==> src/rtl/mem_wb_skid_stage_if.sv <==
// MEM -> WB handshake bundle for the skid-buffered write-back register.
// master = MEM side / observer, slave = the stage itself.
interface mem_wb_skid_stage_if #(
    parameter int DATA_W = 16,
    parameter int RD_W   = 3,
    parameter int CNT_W  = 16
);
    logic              in_valid;
    logic              in_ready;
    logic [DATA_W-1:0] in_result;
    logic [RD_W-1:0]   in_rdest;
    logic              in_w_reg;
    logic              in_stop;
    logic [DATA_W-1:0] in_pc;
    logic              out_valid;
    logic              out_ready;
    logic [DATA_W-1:0] out_result;
    logic [RD_W-1:0]   out_rdest;
    logic              out_w_reg;
    logic              out_stop;
    logic [DATA_W-1:0] out_pc;
    logic              halted;
    logic [CNT_W-1:0]  retire_count;

    modport master (
        output in_valid, in_result, in_rdest, in_w_reg, in_stop, in_pc,
        output out_ready,
        input  in_ready, out_valid, out_result, out_rdest, out_w_reg,
        input  out_stop, out_pc, halted, retire_count
    );

    modport slave (
        input  in_valid, in_result, in_rdest, in_w_reg, in_stop, in_pc,
        input  out_ready,
        output in_ready, out_valid, out_result, out_rdest, out_w_reg,
        output out_stop, out_pc, halted, retire_count
    );
endinterface

==> src/rtl/mem_wb_skid_stage.sv <==
// MEM/WB pipeline register with valid/ready handshake and one-entry skid.
// Updates on the falling clock edge like the other pipeline registers.
module mem_wb_skid_stage #(
    parameter int DATA_W = 16,
    parameter int RD_W   = 3,
    parameter int CNT_W  = 16
) (
    input  logic                 clk,
    input  logic                 reset,
    input  logic                 flush,
    mem_wb_skid_stage_if.slave   bus
);
    typedef enum logic [1:0] {
        EMPTY = 2'd0,
        FULL  = 2'd1,
        SKID  = 2'd2
    } state_t;

    state_t            state;

    logic [DATA_W-1:0] main_result;
    logic [RD_W-1:0]   main_rdest;
    logic              main_w_reg;
    logic              main_stop;
    logic [DATA_W-1:0] main_pc;

    logic [DATA_W-1:0] skid_result;
    logic [RD_W-1:0]   skid_rdest;
    logic              skid_w_reg;
    logic              skid_stop;
    logic [DATA_W-1:0] skid_pc;

    logic              halted;
    logic [CNT_W-1:0]  count;

    logic              valid;
    logic              ready;
    logic              accept;
    logic              retire;

    // Handshake decode; ready depends on registered state only.
    always_comb begin
        valid  = (state != EMPTY);
        ready  = (state != SKID) && !halted;
        accept = bus.in_valid && ready;
        retire = valid && bus.out_ready;
    end

    assign bus.in_ready     = ready;
    assign bus.out_valid    = valid;
    assign bus.out_result   = main_result;
    assign bus.out_pc       = main_pc;
    assign bus.out_rdest    = valid ? main_rdest : '0;
    assign bus.out_w_reg    = valid && main_w_reg;
    assign bus.out_stop     = valid && main_stop;
    assign bus.halted       = halted;
    assign bus.retire_count = count;

    // Entry state machine, halt flag and saturating retire counter.
    always_ff @(negedge clk) begin
        if (reset) begin
            state       <= EMPTY;
            main_result <= '0;
            main_rdest  <= '0;
            main_w_reg  <= 1'b0;
            main_stop   <= 1'b0;
            main_pc     <= '0;
            skid_result <= '0;
            skid_rdest  <= '0;
            skid_w_reg  <= 1'b0;
            skid_stop   <= 1'b0;
            skid_pc     <= '0;
            halted      <= 1'b0;
            count       <= '0;
        end else begin
            if (retire) begin
                if (count != {CNT_W{1'b1}}) begin
                    count <= count + CNT_W'(1);
                end
                if (main_stop) begin
                    halted <= 1'b1;
                end
            end
            if (flush) begin
                state <= EMPTY;
            end else begin
                unique case (state)
                    EMPTY: begin
                        if (accept) begin
                            main_result <= bus.in_result;
                            main_rdest  <= bus.in_rdest;
                            main_w_reg  <= bus.in_w_reg;
                            main_stop   <= bus.in_stop;
                            main_pc     <= bus.in_pc;
                            state       <= FULL;
                        end
                    end
                    FULL: begin
                        if (retire && accept) begin
                            main_result <= bus.in_result;
                            main_rdest  <= bus.in_rdest;
                            main_w_reg  <= bus.in_w_reg;
                            main_stop   <= bus.in_stop;
                            main_pc     <= bus.in_pc;
                        end else if (retire) begin
                            state <= EMPTY;
                        end else if (accept) begin
                            skid_result <= bus.in_result;
                            skid_rdest  <= bus.in_rdest;
                            skid_w_reg  <= bus.in_w_reg;
                            skid_stop   <= bus.in_stop;
                            skid_pc     <= bus.in_pc;
                            state       <= SKID;
                        end
                    end
                    SKID: begin
                        if (retire) begin
                            main_result <= skid_result;
                            main_rdest  <= skid_rdest;
                            main_w_reg  <= skid_w_reg;
                            main_stop   <= skid_stop;
                            main_pc     <= skid_pc;
                            state       <= FULL;
                        end
                    end
                    default: state <= EMPTY;
                endcase
            end
        end
    end
endmodule
==> src/flat_wrapper.sv <==
// flat-port wrapper written by rule: the top's interface ports become plain ports
module mem_wb_skid_stage_flat 
#(
    parameter int DATA_W = 16,
    parameter int RD_W   = 3,
    parameter int CNT_W  = 16
)
  (clk, reset, flush, bus_in_valid, bus_in_result, bus_in_rdest, bus_in_w_reg, bus_in_stop, bus_in_pc, bus_out_ready, bus_in_ready, bus_out_valid, bus_out_result, bus_out_rdest, bus_out_w_reg, bus_out_stop, bus_out_pc, bus_halted, bus_retire_count);
  mem_wb_skid_stage_if #(.DATA_W(DATA_W), .RD_W(RD_W), .CNT_W(CNT_W)) bus_i ();
  input  logic clk;
  input  logic reset;
  input  logic flush;
  input wire logic [$bits(bus_i.in_valid)-1:0] bus_in_valid;
  input wire logic [$bits(bus_i.in_result)-1:0] bus_in_result;
  input wire logic [$bits(bus_i.in_rdest)-1:0] bus_in_rdest;
  input wire logic [$bits(bus_i.in_w_reg)-1:0] bus_in_w_reg;
  input wire logic [$bits(bus_i.in_stop)-1:0] bus_in_stop;
  input wire logic [$bits(bus_i.in_pc)-1:0] bus_in_pc;
  input wire logic [$bits(bus_i.out_ready)-1:0] bus_out_ready;
  output wire logic [$bits(bus_i.in_ready)-1:0] bus_in_ready;
  output wire logic [$bits(bus_i.out_valid)-1:0] bus_out_valid;
  output wire logic [$bits(bus_i.out_result)-1:0] bus_out_result;
  output wire logic [$bits(bus_i.out_rdest)-1:0] bus_out_rdest;
  output wire logic [$bits(bus_i.out_w_reg)-1:0] bus_out_w_reg;
  output wire logic [$bits(bus_i.out_stop)-1:0] bus_out_stop;
  output wire logic [$bits(bus_i.out_pc)-1:0] bus_out_pc;
  output wire logic [$bits(bus_i.halted)-1:0] bus_halted;
  output wire logic [$bits(bus_i.retire_count)-1:0] bus_retire_count;
  assign bus_i.in_valid = bus_in_valid;
  assign bus_i.in_result = bus_in_result;
  assign bus_i.in_rdest = bus_in_rdest;
  assign bus_i.in_w_reg = bus_in_w_reg;
  assign bus_i.in_stop = bus_in_stop;
  assign bus_i.in_pc = bus_in_pc;
  assign bus_i.out_ready = bus_out_ready;
  assign bus_in_ready = bus_i.in_ready;
  assign bus_out_valid = bus_i.out_valid;
  assign bus_out_result = bus_i.out_result;
  assign bus_out_rdest = bus_i.out_rdest;
  assign bus_out_w_reg = bus_i.out_w_reg;
  assign bus_out_stop = bus_i.out_stop;
  assign bus_out_pc = bus_i.out_pc;
  assign bus_halted = bus_i.halted;
  assign bus_retire_count = bus_i.retire_count;
  mem_wb_skid_stage #(.DATA_W(DATA_W), .RD_W(RD_W), .CNT_W(CNT_W)) u_core (.clk(clk), .reset(reset), .flush(flush), .bus(bus_i));
endmodule
==> config.mk <==
export PLATFORM = sky130hd
export DESIGN_NAME = mem_wb_skid_stage_flat
export DESIGN_NICKNAME = d
export VERILOG_FILES = /design/src/rtl/mem_wb_skid_stage_if.sv /design/src/rtl/mem_wb_skid_stage.sv /design/src/flat_wrapper.sv
export SDC_FILE = /design/constraint.sdc
export NUM_CORES = 1
export LEC_CHECK = 0
export CORE_MARGIN = 3
export CORE_UTILIZATION = 25
export CTS_BUF_LIST = sky130_fd_sc_hd__clkbuf_4 sky130_fd_sc_hd__clkbuf_8
export CTS_CLUSTER_DIAMETER = 80
export DETAILED_ROUTE_END_ITERATION = 10
export PLACE_DENSITY = 0.45
export SLEW_MARGIN = 20
export SYNTH_ARGS = -nofsm -noshare
export SYNTH_HDL_FRONTEND = slang
export SYNTH_SLANG_ARGS = --single-unit
==> constraint.sdc <==
create_clock -name clk -period 4.6 [get_ports clk]
set_clock_uncertainty 0.1 [all_clocks]
set_input_delay 0.92 -clock clk [delete_from_list [all_inputs] [get_ports clk]]
set_output_delay 0.92 -clock clk [all_outputs]
set_load 0.05 [all_outputs]
==> results of run 1 <==
-- power breakdown --
part / total [W] / internal [W] / switching (W) / leakage, nW
clock: 0.000928 / 0.000414 / 0.000514 / 0.609
combinational: 0.000318 / 0.000125 / 0.000193 / 1.24
sequential: 0.000850 / 0.000835 / 0.0000153 / 0.756
total: 0.00210 / 0.00137 / 0.000723 / 2.60
-- layout make-up --
type                       count  area [um2]  area share, %
multi-input combinational    326        2530           37.8
clock inverter               100         444           6.63
sequential                    93        1860           27.8
clock buffer                   9         124           1.85
timing repair buffer         130        1440           21.5
inverter                       5        18.8          0.280
tap                          216         270           4.03
antenna                        1        2.50         0.0373
-- logic make-up (layout without fill, tap and decap cells) --
family | count (synthesis) | in the layout
and+or+nand+nor | 137 | 137
buffers and inverters | 49 | 244
AOI/OAI and AO/OA | 143 | 143
other | 0 | 1
muxes | 45 | 45
adders and majority gates | 1 | 1
DFF | 93 | 93
-- layout by cell type, fill, tap and decap left out, types with 2 or more instances in the layout --
master and instances:
inv_1 97, dfxtp_1 91, nand2_1 84, buf_4 52, a21oi_1 48, mux2i_1 39
clkdlybuf4s50_1 38, a31o_1 37, a2111oi_2 30, buf_12 24, buf_6 11, nor2_1 10
clkbuf_8 9, nor2b_1 7, a2111oi_4 7, nand3_1 6, mux2_2 5, o21ai_0 4
o41ai_1 4, nor2b_4 3, nand4_1 3, o311ai_1 3, or4_1 3, and4_1 2
or3_1 2, nor4_1 2, o31ai_1 2, nor2_2 2, nor2_4 2, bufinv_16 2
dfxtp_2 2
-- worst register-to-register path, cell delays in order, from the launching register on --
cell and delay (ps):
dfxtp_1 510, nand4_1 260, nor3_2 590, a2111oi_1 210
buf_4 170, mux2_2 260
-- what timing repair did --
item / in CTS / in global routing
buffers inserted: 1 / 0
gates cloned: 0 / 1
resized for setup: 62 / 49
pin swaps: 0 / 2
endpoints found under the setup margin: 50 / 44
hold endpoints to repair: 0 / 0
-- synth_stat cells, types with 3 or more instances --
cell type	count	area, um2
nand4_1	3	18.8
dfxtp_1	93	1860
or4_1	3	22.5
buf_2	7	35.0
o311ai_1	3	26.3
inv_1	5	18.8
o41ai_1	4	35.0
nand2_1	85	319
nor2b_1	11	68.8
a31o_1	37	324
clkbuf_1	28	105
buf_6	3	33.8
mux2i_1	39	390
buf_1	5	18.8
a21oi_1	48	240
mux2_2	5	56.3
a2111oi_0	38	333
nor2_1	14	52.6
nand3_1	7	35.0
o21ai_0	4	20.0
-- layer usage --
layer | up-vias | part of all wire, % | global-route usage (%)
li1 | 2126 | - | -
met4 | 0 | 1.1 | 6.27
met2 | 128 | 46 | 22.5
met1 | 2098 | 47 | 18.3
met5 | - | 0 | 0
met3 | 16 | 5.7 | 6.66
-- final timing paths --
path                                           startpoint                                 endpoint  cells past startpoint
setup reg to reg  u_core.bus.retire_count[6]$_SDFFE_NP0P_  u_core.bus.retire_count[9]$_SDFFE_NP0P_                      5
setup / recovery             u_core.state[1]$_SDFFE_NP0P_                            bus_out_w_reg                      4
hold / removal             u_core.skid_pc[1]$_SDFFE_NP0P_           u_core.skid_pc[1]$_SDFFE_NP0P_                      2
hold reg to reg            u_core.skid_pc[1]$_SDFFE_NP0P_           u_core.skid_pc[1]$_SDFFE_NP0P_                      2
-- through the flow --
step	instances	setup TNS (ps)	hold WS (ps)
after floorplan	468	0	336
after global placement	769	-34320	341
after detailed placement	769	-37730	346
after CTS	878	-32.3	352
after global routing	880	-31.6	374
final	880	0	351
==> reports/summary.txt, run 1 <==
Largest net degree at the start of global routing = 66
Worst setup EP type = output pin
Remaining global-route overflow = 0
CTS hold repair buffers = 0
Clk buf depth = 2
RSZ-0062 raised after global routing = yes
Crit path launch type = register
Clk_lat worst skew = 420 ps
CP Data Arrival Time = 3530 ps
Top FF cell, synth = dfxtp_1
Initial Util = 26.0%
GP Congestion = 0.710
Pre-CTS setup slack = -628 ps
Rows = 46
Net count after synthesis = 511
Clock transition at path regs = 40 ps
Finished layout cell area = 6700 um2
Vias in the first global route = 4506
WP buf/inv = 2
Post-Synth Adder-Cell Area = 0.296%
DIE AREA = 18500 um2
Global-route wire length before repair = 21900 um
PnR worst setup slack = 53.2 ps
Antenna Nets Post-Route = 0
#FFs+latches synth = 93
Tot GR Track Use = 14.8%
Number of flops mapped to enable cells by yosys = 0
Placed inst area = 5690 um2
Wire per inst = 15.8 um
NumNets Final = 701
Syn Area/Cell = 9.03 um2
R2R Setup Slk = 2390 ps
Gate Count Post-Synth = 468
Hold Fails Final Rpt = 0
Max-Cap Viols = 0
Initial antenna violation count = 1
Overall power = 0.00210 W
Crit-path slowest cell = dfxtp_2
Asr flop ratio synth = 0%
Run status = complete, no violations
Core area = 16200 um2
CP most frequent cell = buf_6
Cell Area, Synth = 4220 um2
Final Util = 41.3%
CP cell instances = nor2_2 > buf_6 > nor2b_4 > buf_6
Layout area overhead = 58.6%
Crit Path Max Fanout = 6
Worst stage delay on the critical path = 340 ps
Clk sinks = 93
DRT iter0 DRCs = 198
Post-Route WL = 13900 um
# DRC = 0
Total CTS buffers = 9
Layout fillers = 1663
Final slew viol count = 0
Post-synthesis cell type count = 41
Mux share of post-synthesis cell area = 10.8%
I/O pin total = 98
HPWL after detailed placement = 8500 um
Die width = 136 um
CP required = 3580 ps
Final setup violation count = 0
Share of cells above drive strength 1 = 25.0%
Main combinational cell family by area after synthesis = compound AO/OA/AOI/OAI gates
Post-Synth Simple-Gate Area = 14.8%
Rel. slew slack = 46.7%
Leakage Power = 2.60 nW
Warnings from Yosys = 0
Max IR drop VDD = 0.127 mV
Synth Area in Compound Gates = 24.9%
Slew @ Worst Pin = 792 ps
Total number of vias = 4368
HP Class = reg2reg
CTS H-Tree Depth = 3
Sequential area share after synthesis = 44.1%
Number of detailed-route iterations in the first pass = 4
IO Port Bufs = 97
Clock tree root buffer cell = clkbuf_8
Vert. Die Dim = 136 um
Top delay family on crit path = flip-flops
Crit Path Category = reg2out
Via/cell ratio = 4.96
CTS tree = done
PwrDens = 313 nW/um2
Xor-xnor portion of the synthesized cell area = 0%
Power figures use the tool's default switching activity.
==> run 2, diff against run 1 <==
--- a/config.mk
+++ b/config.mk
@@ -5,12 +5,13 @@
 export SDC_FILE = /design/constraint.sdc
 export NUM_CORES = 1
 export LEC_CHECK = 0
+export ABC_AREA = 1
 export CORE_MARGIN = 3
 export CORE_UTILIZATION = 25
 export CTS_BUF_LIST = sky130_fd_sc_hd__clkbuf_4 sky130_fd_sc_hd__clkbuf_8
 export CTS_CLUSTER_DIAMETER = 80
 export DETAILED_ROUTE_END_ITERATION = 10
-export PLACE_DENSITY = 0.45
+export PLACE_DENSITY = 0.44
 export SLEW_MARGIN = 20
 export SYNTH_ARGS = -nofsm -noshare
 export SYNTH_HDL_FRONTEND = slang
==> run 2 against run 1 <==
Global-route usage shrank 1.3 points. Register-to-register slack lost 30 ps. Setup slack lost 22 ps. Synthesized area grew 5.7%. Final cell count grew 24%. Final area shrank 0.58%. Sequential power grew 1%. Combinational power grew 8.8%. Die area grew 5.5%. Critical endpoint is now bus_out_valid. Largest cell class unchanged. Highest routed layer unchanged.
==> reports/summary.txt, run 2 <==
Top FF cell, synth = dfxtp_1
Worst setup EP type = output pin
Final Util = 38.2%
CTS tree = done
Final setup TNS = 0 ps
Core area = 17400 um2
Warnings from Yosys = 0
Synth Area in Compound Gates = 18.7%
Post-synth top cells = 143 x nand2_1, 93 x dfxtp_1, 93 x inv_1, 87 x a21oi_1, 72 x nor2_1
Run status = complete, no violations
Reg2reg end = u_core.skid_rdest[0]$_SDFFE_NP0P_
# diodes = 0
Worst hold slack = 341 ps
Number of flops mapped to enable cells by yosys = 0
Slew @ Worst Pin = 657 ps
Crit path launch type = register
Clock tree root buffer cell = clkbuf_8
Crit Path Category = reg2out
Sequential area share after synthesis = 41.7%
R2R depth = 9
Clock transition at path regs = 30 ps
HPWL after detailed placement = 8700 um
Post-Synth Simple-Gate Area = 25.7%
Net count after synthesis = 722
Vert. Die Dim = 140 um
DIE AREA = 19500 um2
Final slew viol count = 0
#FFs+latches synth = 93
Layout area overhead = 49.1%
IO Port Bufs = 97
Post-Synth Adder-Cell Area = 0.280%
Clk_lat worst skew = 410 ps
Clk sinks = 93
Post-Route WL = 13100 um
Number of detailed-route iterations in the first pass = 4
Global-route wire length before repair = 21700 um
Max IR drop VDD = 0.131 mV
Antenna Nets Post-Route = 0
CTS hold repair buffers = 0
Placed inst area = 6040 um2
Total number of vias = 4819
PnR worst setup slack = 31.1 ps
Most frequent cells in the layout = 185 x inv_1, 143 x nand2_1, 91 x dfxtp_1, 86 x a21oi_1, 67 x nor2_1
Syn Area/Cell = 6.58 um2
Commonest non-fill, non-tap cell in the layout = inv_1
Share of cells above drive strength 1 = 13.4%
Mux share of post-synthesis cell area = 0%
I/O pin total = 98
Share of the synthesized area in the top cell type = 41.7%
Die width = 140 um
Crit Path Max Fanout = 6
HP Class = reg2reg
Via/cell ratio = 4.42
CP Data Arrival Time = 3550 ps
Vias in the first global route = 4770
Max-Cap Viols = 0
RSZ-0062 raised after global routing = yes
Clk buf depth = 2
Layout fillers = 1880
# DRC = 0
Synth area leaders = dfxtp_1 42%, nand2_1 12%, a21oi_1 9.7%, inv_1 7.8%, nor2_1 6.1%
Tot GR Track Use = 13.6%
Gate Count Post-Synth = 679
Finished layout cell area = 6660 um2
Post-synth top area cell = dfxtp_1
GP Congestion = 0.854
Main combinational cell family by area after synthesis = simple AND/OR/NAND/NOR gates
Initial Util = 25.6%
Wire per inst = 12.0 um
Cell Area, Synth = 4470 um2
NumNets Final = 905
Xor-xnor portion of the synthesized cell area = 1.37%
Rel. slew slack = 56.2%
Worst setup path start = u_core.state[0]$_SDFFE_NP0P_
Hold Fails Final Rpt = 0
Asr flop ratio synth = 0%
Total CTS buffers = 9
Crit path to = bus_out_valid
Final setup violation count = 0
Pre-CTS setup slack = -231 ps
Post-synthesis cell type count = 26
Initial antenna violation count = 0
DRT iter0 DRCs = 173
CP required = 3580 ps
PwrDens = 311 nW/um2
Rows = 48
Top-count cell post-synth = nand2_1
Worst r2r src = u_core.state[1]$_SDFFE_NP0P_
Largest net degree at the start of global routing = 73
R2R Setup Slk = 2360 ps
Remaining global-route overflow = 0
Leakage Power = 3.10 nW
CTS H-Tree Depth = 3
## run 2: final cells by class
type / count / area [um2] / share of cell area, %
multi-input combinational: 449 / 2120 / 31.9
sequential: 93 / 1870 / 28.1
timing repair buffer: 122 / 1500 / 22.5
clock inverter: 99 / 409 / 6.14
inverter: 94 / 358 / 5.37
tap: 225 / 282 / 4.23
clock buffer: 9 / 124 / 1.86
## run 2: metrics by stage
step | power, W | instances
6_report | 0.00207 | 1091
5_1_grt | 0.00225 | 1091
4_1_cts | 0.00214 | 1090
3_5_place_dp | 0.00134 | 981
3_3_place_gp | 0.00134 | 981
2_1_floorplan | 0.00119 | 679
## run 2: metal layers
layer  vias up  wire, um  track usage (%)
met2       127      5900             20.5
met4         0       240             8.31
met5         -         0                0
met3        18       882             5.88
li1       2520         -                -
met1      2154      6050             15.9
## run 2: critical path, stage by stage, from the launching register on
cell and delay, ps:
dfxtp_4 350, nor2_4 140, buf_12 160, inv_6 50, buf_12 140
## run 2: worst min-delay path by stage
stage | start | end | slack [ps] | depth (start not counted)
2_1_floorplan | u_core.skid_pc[0]$_SDFFE_NP0P_ | u_core.skid_pc[0]$_SDFFE_NP0P_ | 330 | 2
3_3_place_gp | u_core.skid_result[5]$_SDFFE_NP0P_ | u_core.skid_result[5]$_SDFFE_NP0P_ | 330 | 2
3_5_place_dp | u_core.skid_pc[10]$_SDFFE_NP0P_ | u_core.skid_pc[10]$_SDFFE_NP0P_ | 340 | 2
4_1_cts | u_core.skid_pc[10]$_SDFFE_NP0P_ | u_core.skid_pc[10]$_SDFFE_NP0P_ | 340 | 2
5_1_grt | u_core.skid_pc[11]$_SDFFE_NP0P_ | u_core.skid_pc[11]$_SDFFE_NP0P_ | 360 | 2
6_report | u_core.skid_pc[10]$_SDFFE_NP0P_ | u_core.skid_pc[10]$_SDFFE_NP0P_ | 340 | 2
## run 2: cell families after synthesis
group                      count (synthesis)
buffers and inverters                    137
and+or+nand+nor                          276
DFF                                       93
adders and majority gates                  1
AOI/OAI and AO/OA                        165
xor gates and xnor gates                   7
## run 2: where the power goes
| group | total, W | internal [W] | switching (W) | leakage, nW |
|---|---|---|---|---|
| Combinational | 0.000346 | 0.000142 | 0.000205 | 1.75 |
| Sequential | 0.000861 | 0.000841 | 0.0000205 | 0.758 |
| Clock | 0.000865 | 0.000352 | 0.000513 | 0.593 |
## run 2: what timing repair did
item	CTS	global route
setup endpoints to repair	7	9
gates resized for setup	8	10
setup buffers	2	1
pin swaps	1	1
